===== src/rtl/flash_boot_loader_pkg.sv =====
// flash_boot_loader_pkg: state encodings and bus constants shared by the boot loader.
// The BOOT_VERIFY_EN macro (used in flash_boot_loader.sv) enables the BootVRd state.
package flash_boot_loader_pkg;

    // Boot sequencer states. BootVRd is only reachable when read-back verify is built in.
    typedef enum logic [2:0] {
        BootIdle  = 3'd0,
        BootFReq  = 3'd1,
        BootFWait = 3'd2,
        BootRWr   = 3'd3,
        BootRWait = 3'd4,
        BootVRd   = 3'd5,
        BootNext  = 3'd6,
        BootDone  = 3'd7
    } boot_state_e;

    // ram_readWrite_o encodings
    localparam logic RamWrite = 1'b1;
    localparam logic RamRead  = 1'b0;

    // Flash word address bus is flash_addr[22:1], i.e. 22 bits wide
    localparam int FLASH_AW = 22;

    // Width of a down-counter that must hold (max_wait - 1)
    function automatic int wait_timer_width(input int flash_wait, input int ram_wait);
        int m;
        m = (flash_wait > ram_wait) ? flash_wait : ram_wait;
        return (m < 2) ? 1 : $clog2(m);
    endfunction

endpackage


===== src/rtl/flash_boot_loader_timer.sv =====
// boot_wait_timer: loadable down-counter with a zero flag, shared by the flash,
// RAM write and RAM verify wait phases of flash_boot_loader.
module boot_wait_timer #(
    parameter int W = 2
) (
    input  logic         clk,
    input  logic         rst,
    input  logic         load_i,
    input  logic [W-1:0] load_val_i,
    input  logic         dec_i,
    output logic         zero_o
);

    logic [W-1:0] cnt_q;
    logic [W-1:0] cnt_d;

    // Load has priority; decrement saturates at zero
    always_comb begin
        cnt_d = cnt_q;
        if (load_i) begin
            cnt_d = load_val_i;
        end else if (dec_i && (cnt_q != '0)) begin
            cnt_d = cnt_q - 1'b1;
        end
    end

    // Counter register, cleared by synchronous active-low reset
    always_ff @(posedge clk) begin
        if (!rst) begin
            cnt_q <= '0;
        end else begin
            cnt_q <= cnt_d;
        end
    end

    assign zero_o = (cnt_q == '0);

endmodule


===== src/rtl/flash_boot_loader.sv =====
// flash_boot_loader: post-reset sequencer copying BOOT_WORDS words from flash into RAM2
// while holding the CPU. Optional macro BOOT_VERIFY_EN adds a read-back compare per word.
//
// Handshake: flash_read_o is held for FLASH_WAIT cycles and flash_data_i is captured on
// the last one; a RAM request (ram_enable_o with stable address/data/direction) is held
// for RAM_WAIT cycles and is complete when ram_enable_o drops. The two buses are never
// active in the same cycle.
module flash_boot_loader
    import flash_boot_loader_pkg::*;
#(
    parameter int unsigned BOOT_WORDS = 512,
    parameter int unsigned FLASH_BASE = 0,
    parameter int unsigned RAM_BASE   = 0,
    parameter int unsigned RAM_AW     = 18,
    parameter int unsigned FLASH_WAIT = 4,
    parameter int unsigned RAM_WAIT   = 4
) (
    input  logic              clk,
    input  logic              rst,
    input  logic              skip_i,
    output logic [21:0]       flash_addr_o,
    output logic              flash_read_o,
    input  logic [15:0]       flash_data_i,
    output logic              ram_enable_o,
    output logic              ram_readWrite_o,
    output logic [RAM_AW-1:0] ram_address_o,
    output logic [15:0]       ram_data_o,
    input  logic [15:0]       ram_data_i,
    output logic              cpu_hold_o,
    output logic              boot_done_o,
    output logic              boot_error_o,
    output logic [RAM_AW-1:0] word_cnt_o
);

    localparam int TW = wait_timer_width(FLASH_WAIT, RAM_WAIT);
    localparam logic [TW-1:0]       FLASH_LOAD   = TW'(FLASH_WAIT - 1);
    localparam logic [TW-1:0]       RAM_LOAD     = TW'(RAM_WAIT - 1);
    localparam logic [FLASH_AW-1:0] FLASH_BASE_V = FLASH_AW'(FLASH_BASE);
    localparam logic [RAM_AW-1:0]   RAM_BASE_V   = RAM_AW'(RAM_BASE);
    // One extra bit so BOOT_WORDS == 2^RAM_AW is still reachable
    localparam logic [RAM_AW:0]     BOOT_WORDS_V = (RAM_AW + 1)'(BOOT_WORDS);

    boot_state_e          state_q;
    logic [RAM_AW-1:0]    word_cnt_q;
    logic [15:0]          data_q;
    logic [FLASH_AW-1:0]  flash_addr_q;
    logic                 flash_read_q;
    logic                 ram_en_q;
    logic                 ram_rw_q;
    logic [RAM_AW-1:0]    ram_addr_q;
    logic [15:0]          ram_data_q;
    logic                 cpu_hold_q;
    logic                 done_q;
    logic                 error_q;

    logic                 tmr_load;
    logic [TW-1:0]        tmr_load_val;
    logic                 tmr_dec;
    logic                 tmr_zero;

    logic [FLASH_AW-1:0]  flash_next;
    logic [RAM_AW-1:0]    ram_next;
    logic [RAM_AW:0]      cnt_inc;

`ifdef BOOT_VERIFY_EN
    // Low on the first V_RD cycle (request setup), high while the read is being held
    logic                 verify_armed_q;
`else
    // Read-back data only matters when verify is built in
    logic                 unused_ram_data;
    assign unused_ram_data = ^ram_data_i;
`endif

    // Word addresses wrap naturally at their bus widths
    assign flash_next = FLASH_BASE_V + FLASH_AW'(word_cnt_q);
    assign ram_next   = RAM_BASE_V + word_cnt_q;
    assign cnt_inc    = {1'b0, word_cnt_q} + 1'b1;

    // Timer control: load on entry to each wait phase, count down while waiting
    always_comb begin
        tmr_load     = 1'b0;
        tmr_load_val = FLASH_LOAD;
        tmr_dec      = 1'b0;
        case (state_q)
            BootFReq: begin
                tmr_load     = 1'b1;
                tmr_load_val = FLASH_LOAD;
            end
            BootRWr: begin
                tmr_load     = 1'b1;
                tmr_load_val = RAM_LOAD;
            end
            BootFWait, BootRWait: begin
                tmr_dec = 1'b1;
            end
`ifdef BOOT_VERIFY_EN
            BootVRd: begin
                if (!verify_armed_q) begin
                    tmr_load     = 1'b1;
                    tmr_load_val = RAM_LOAD;
                end else begin
                    tmr_dec = 1'b1;
                end
            end
`endif
            default: begin
            end
        endcase
    end

    boot_wait_timer #(
        .W (TW)
    ) u_timer (
        .clk        (clk),
        .rst        (rst),
        .load_i     (tmr_load),
        .load_val_i (tmr_load_val),
        .dec_i      (tmr_dec),
        .zero_o     (tmr_zero)
    );

    // Boot sequencer with every bus output registered
    always_ff @(posedge clk) begin
        if (!rst) begin
            state_q      <= BootIdle;
            word_cnt_q   <= '0;
            data_q       <= '0;
            flash_addr_q <= FLASH_BASE_V;
            flash_read_q <= 1'b0;
            ram_en_q     <= 1'b0;
            ram_rw_q     <= RamRead;
            ram_addr_q   <= '0;
            ram_data_q   <= '0;
            cpu_hold_q   <= 1'b1;
            done_q       <= 1'b0;
            error_q      <= 1'b0;
`ifdef BOOT_VERIFY_EN
            verify_armed_q <= 1'b0;
`endif
        end else begin
            case (state_q)
                BootIdle: begin
                    if (skip_i) begin
                        state_q      <= BootDone;
                        flash_addr_q <= '0;
                        cpu_hold_q   <= 1'b0;
                        done_q       <= 1'b1;
                    end else begin
                        state_q <= BootFReq;
                    end
                end
                BootFReq: begin
                    flash_addr_q <= flash_next;
                    flash_read_q <= 1'b1;
                    state_q      <= BootFWait;
                end
                BootFWait: begin
                    if (tmr_zero) begin
                        data_q       <= flash_data_i;
                        flash_read_q <= 1'b0;
                        state_q      <= BootRWr;
                    end
                end
                BootRWr: begin
                    ram_en_q   <= 1'b1;
                    ram_rw_q   <= RamWrite;
                    ram_addr_q <= ram_next;
                    ram_data_q <= data_q;
                    state_q    <= BootRWait;
                end
                BootRWait: begin
                    if (tmr_zero) begin
                        ram_en_q <= 1'b0;
                        ram_rw_q <= RamRead;
`ifdef BOOT_VERIFY_EN
                        verify_armed_q <= 1'b0;
                        state_q        <= BootVRd;
`else
                        state_q        <= BootNext;
`endif
                    end
                end
`ifdef BOOT_VERIFY_EN
                BootVRd: begin
                    if (!verify_armed_q) begin
                        ram_en_q       <= 1'b1;
                        ram_rw_q       <= RamRead;
                        verify_armed_q <= 1'b1;
                    end else if (tmr_zero) begin
                        ram_en_q       <= 1'b0;
                        verify_armed_q <= 1'b0;
                        if (ram_data_i != data_q) begin
                            // Bad image: flag it and stop, but never release the CPU
                            state_q      <= BootDone;
                            error_q      <= 1'b1;
                            done_q       <= 1'b1;
                            flash_addr_q <= '0;
                            ram_addr_q   <= '0;
                            ram_data_q   <= '0;
                        end else begin
                            state_q <= BootNext;
                        end
                    end
                end
`endif
                BootNext: begin
                    word_cnt_q <= word_cnt_q + 1'b1;
                    if (cnt_inc == BOOT_WORDS_V) begin
                        state_q      <= BootDone;
                        flash_addr_q <= '0;
                        ram_addr_q   <= '0;
                        ram_data_q   <= '0;
                        cpu_hold_q   <= 1'b0;
                        done_q       <= 1'b1;
                    end else begin
                        state_q <= BootFReq;
                    end
                end
                default: begin
                    // BootDone is terminal until reset
                end
            endcase
        end
    end

    assign flash_addr_o    = flash_addr_q;
    assign flash_read_o    = flash_read_q;
    assign ram_enable_o    = ram_en_q;
    assign ram_readWrite_o = ram_rw_q;
    assign ram_address_o   = ram_addr_q;
    assign ram_data_o      = ram_data_q;
    assign cpu_hold_o      = cpu_hold_q;
    assign boot_done_o     = done_q;
    assign boot_error_o    = error_q;
    assign word_cnt_o      = word_cnt_q;

endmodule


===== config.mk =====
export PLATFORM = sky130hd
export DESIGN_NAME = flash_boot_loader
export DESIGN_NICKNAME = d
export VERILOG_FILES = /design/src/rtl/flash_boot_loader_pkg.sv /design/src/rtl/flash_boot_loader_timer.sv /design/src/rtl/flash_boot_loader.sv
export SDC_FILE = /design/constraint.sdc
export NUM_CORES = 1
export LEC_CHECK = 0
export ABC_CLOCK_PERIOD_IN_PS = 3760
export BUFFER_PORTS_ARGS = -buffer_cell sky130_fd_sc_hd__clkbuf_2
export CAP_MARGIN = 20
export CORE_MARGIN = 3
export CORE_UTILIZATION = 45
export DETAILED_ROUTE_END_ITERATION = 8
export PLACE_DENSITY = 0.7
export SYNTH_ARGS = -nofsm -noshare
export SYNTH_HDL_FRONTEND = slang
export SYNTH_HIERARCHICAL = 1
export SYNTH_SLANG_ARGS = --single-unit

===== constraint.sdc =====
create_clock -name clk -period 3.76 [get_ports clk]
set_input_delay 0.752 -clock clk [delete_from_list [all_inputs] [get_ports clk]]
set_output_delay 0.752 -clock clk [all_outputs]
set_load 0.005 [all_outputs]

==> results.sh <==
export IMPL_pre_cts_ws_ns=0.550
export IMPL_critPathArrivalTime_ns=3.47
export IMPL_slew_headroom_pct=33.6
export IMPL_fin_util_pct=54.9
export IMPL_layout_commonest_cell="dfxtp_1"
export IMPL_grt_usage_pct=18.9
export IMPL_std_cell_rows=34
export IMPL_numCtsBuffers=9
export IMPL_syn_area_per_cell_um2=8.75
export IMPL_synth_cells=472
export IMPL_seq_area_frac_synth_pct=46.1
export IMPL_synth_ff_type="dfxtp_1"
export IMPL_syn_to_final_growth_pct=17.0
export IMPL_finalHoldViolCount=0
export IMPL_powerDensity_nw_per_um2=492
export IMPL_wl_um=9540
export IMPL_power_internal_mw=1.65
export IMPL_diodes=0
export IMPL_p_switching_uw=728
export IMPL_fmax_mhz=310
export IMPL_netSwitchingFraction_pct=30.7
export IMPL_worstRegToRegCells=7
export IMPL_ys_ff_latch=95
export IMPL_synth_async_reset_ratio_pct=0
export IMPL_grt_pass1_wl_um=15800
export IMPL_tightest_slew_ns=0.992
export IMPL_rsz0062_at_grt="no"
export IMPL_min_to="data_q[11]"
export IMPL_die_area_um2=10400
export IMPL_hold_start="data_q[11]"
export IMPL_mostFrequentLayoutCells="dfxtp_1, clkbuf_2, nand2_1"
export IMPL_drt_iter0_markers=221
export IMPL_drive_gt1_share_pct=23.1
export IMPL_whs_ns=0.474
export IMPL_firstDrtPassIters=5
export IMPL_nets=583
export IMPL_cp_max_fo=18
export IMPL_whs_path_depth=2
export IMPL_cts_setup_buffers=0
export IMPL_clock_latency_ns=0.35
export IMPL_r2r_end="flash_addr_o[2]"
export IMPL_yosys_warnings=6
export IMPL_syn_area_um2=4130
export IMPL_placedInstanceArea_um2=4600
export IMPL_critical_path_required_ns=4.00
export IMPL_period_minus_slack_ns=3.23
export IMPL_drcViolationCount=0
export IMPL_holdCritPathClass="flop to flop"
export IMPL_ant_nets=0
export IMPL_dp_cells=642
export IMPL_reg2reg_slack_ns=0.53
export IMPL_critPathKind="flop to flop"
export IMPL_grt_max_degree=48
export IMPL_r2r_start="word_cnt_o[1]"
export IMPL_post_drt_via_cell_ratio=5.33
export IMPL_die_w_um=102
export IMPL_fin_worst_skew_ns=0.0124
export IMPL_peakVddDrop_mv=0.200
export IMPL_cts_resized=0
export IMPL_htree_levels=3
export IMPL_outcome="complete, no violations"
export IMPL_cts_tree="built"
export IMPL_clock_path_buffers=2
export IMPL_seq_power_share_pct=49.0
export IMPL_fp_dieH_um=102
export IMPL_setup_tns_ns=0
export IMPL_num_fill_cells=829
export IMPL_clkPwrFrac_pct=31.8
export IMPL_critPathCaptureType="flop"
export IMPL_combPwrFrac_pct=19.2
export IMPL_p_leak_nw=1.92
export IMPL_numClockSinks=95
export IMPL_route_detailed_wl_per_inst_um=14.5
export IMPL_grt_overflow_total=0
export IMPL_drv_cap=0
export IMPL_power_mw=2.37
export IMPL_port_buffers=93
export IMPL_io_pins=115
export IMPL_cts_hold_buffers_added=0
export IMPL_finalWorstSetupSlack_ns=0.534
export IMPL_cp_start_kind="flop"
export IMPL_start_util_pct=46.9
export IMPL_hpwl_um=6550
export IMPL_final_max_slew_viol_count=0
export IMPL_setup_viol=0
export IMPL_grt_antenna_before_repair=0
export IMPL_instances_no_fill=658
export IMPL_synth_edf_count=0
export IMPL_grt_pass1_vias=3299
export IMPL_root_buffer="clkbuf_8"
export IMPL_post_route_period_util_pct=85.8
export IMPL_clkTransAtPathRegs_ns=0.09
export IMPL_core_um2=8810
export IMPL_num_vias=3504
export IMPL_synth_cell_types=51
export IMPL_place_gp_congestion=0.870
export IMPL_final_cell_area_um2=4830
==> power by group through the flow <==
stage / combinational [mW] / sequential (mW) / clock [mW]
final: 0.457 / 1.16 / 0.754
after global placement: 0.450 / 1.18 / 0
after CTS: 0.462 / 1.16 / 0.773
after floorplan: 0.360 / 1.16 / 0
after global routing: 0.523 / 1.18 / 0.820
after detailed placement: 0.461 / 1.19 / 0
==> layer usage <==
metal,track usage [%],up-vias,part of all wire [%]
li1,-,1751,-
met1,24.6,1643,46
met2,30.3,100,46
met3,5.65,10,6.9
met4,6.03,0,1.3
met5,0,-,0
==> kinds of logic (layout without fill, tap and decap cells) <==
| logic type | count (synthesis) | in the layout | share of synthesized area [%] |
|---|---|---|---|
| adder cells (fa/ha/maj) | 3 | 3 | 0.909 |
| other | 2 | 7 | 0.182 |
| AO/OA/AOI/OAI | 139 | 139 | 23.3 |
| flip-flops | 95 | 95 | 46.1 |
| multiplexers | 2 | 2 | 0.515 |
| buffers and inverters | 86 | 159 | 9.34 |
| AND/OR/NAND/NOR | 124 | 124 | 15.2 |
| XOR/XNOR | 21 | 21 | 4.46 |
==> sequential cells by signal, indices dropped and copies added (netlist names) <==
register / flops
flash_addr_o: 18
ram_address_o: 18
word_cnt_o: 18
u_timer/cnt_q: 2
flash_read_o: 1
state_q: 3
data_q: 16
cpu_hold_o: 1
ram_data_o: 16
ram_readWrite_o: 1
boot_done_o: 1
==> cell usage after synthesis (2+ instances only) <==
cell / instances / area share (%)
dfxtp_1: 95 / 46
nand2_1: 51 / 4.6
o21ai_0: 47 / 5.7
inv_1: 41 / 3.7
a22oi_1: 34 / 6.2
clkbuf_1: 26 / 2.4
a21boi_0: 20 / 3.6
a22o_1: 18 / 3.8
xnor2_1: 16 / 3.4
and2_1: 15 / 2.3
nor2_1: 11 / 1.0
nand3_1: 9 / 1.1
buf_2: 8 / 0.97
nand4_1: 8 / 1.2
a21oi_1: 6 / 0.73
buf_4: 6 / 1.1
nor3_1: 5 / 0.61
or3_1: 5 / 0.76
xor2_1: 5 / 1.1
buf_6: 4 / 1.1
nor2b_1: 4 / 0.61
and3_1: 3 / 0.45
ha_1: 3 / 0.91
nor4_1: 3 / 0.45
conb_1: 2 / 0.18
or2_2: 2 / 0.30
==> worst max-delay path by stage <==
stage,end,from,cells after the start
detailed placement,flash_addr_o[15],word_cnt_o[1],7
global route,flash_addr_o[6],word_cnt_o[1],7
finish,flash_addr_o[2],word_cnt_o[1],7
CTS,flash_addr_o[2],word_cnt_o[1],7
global placement,flash_addr_o[14],word_cnt_o[1],7
floorplan,flash_addr_o[10],word_cnt_o[0],9
==> critical path, stage by stage (launching register included) <==
cell and delay, ns:
dfxtp_1 0.53, ha_1 0.32, nand3_1 0.13, nor4_1 0.33, mux2_1 0.36, or4_4 0.56, o311a_1 0.58, a22o_1 0.31
==> cell type report <==
type / count / area [µm²] / share of cell area (%)
inverter: 41 / 154 / 3.19
sequential: 95 / 1900 / 39.4
multi-input combinational: 296 / 1880 / 38.9
tap: 108 / 135 / 2.80
clock buffer: 10 / 138 / 2.85
timing repair buffer: 102 / 533 / 11.0
clock inverter: 6 / 92.6 / 1.92
Note: power is estimated with default switching activity, not from simulation.
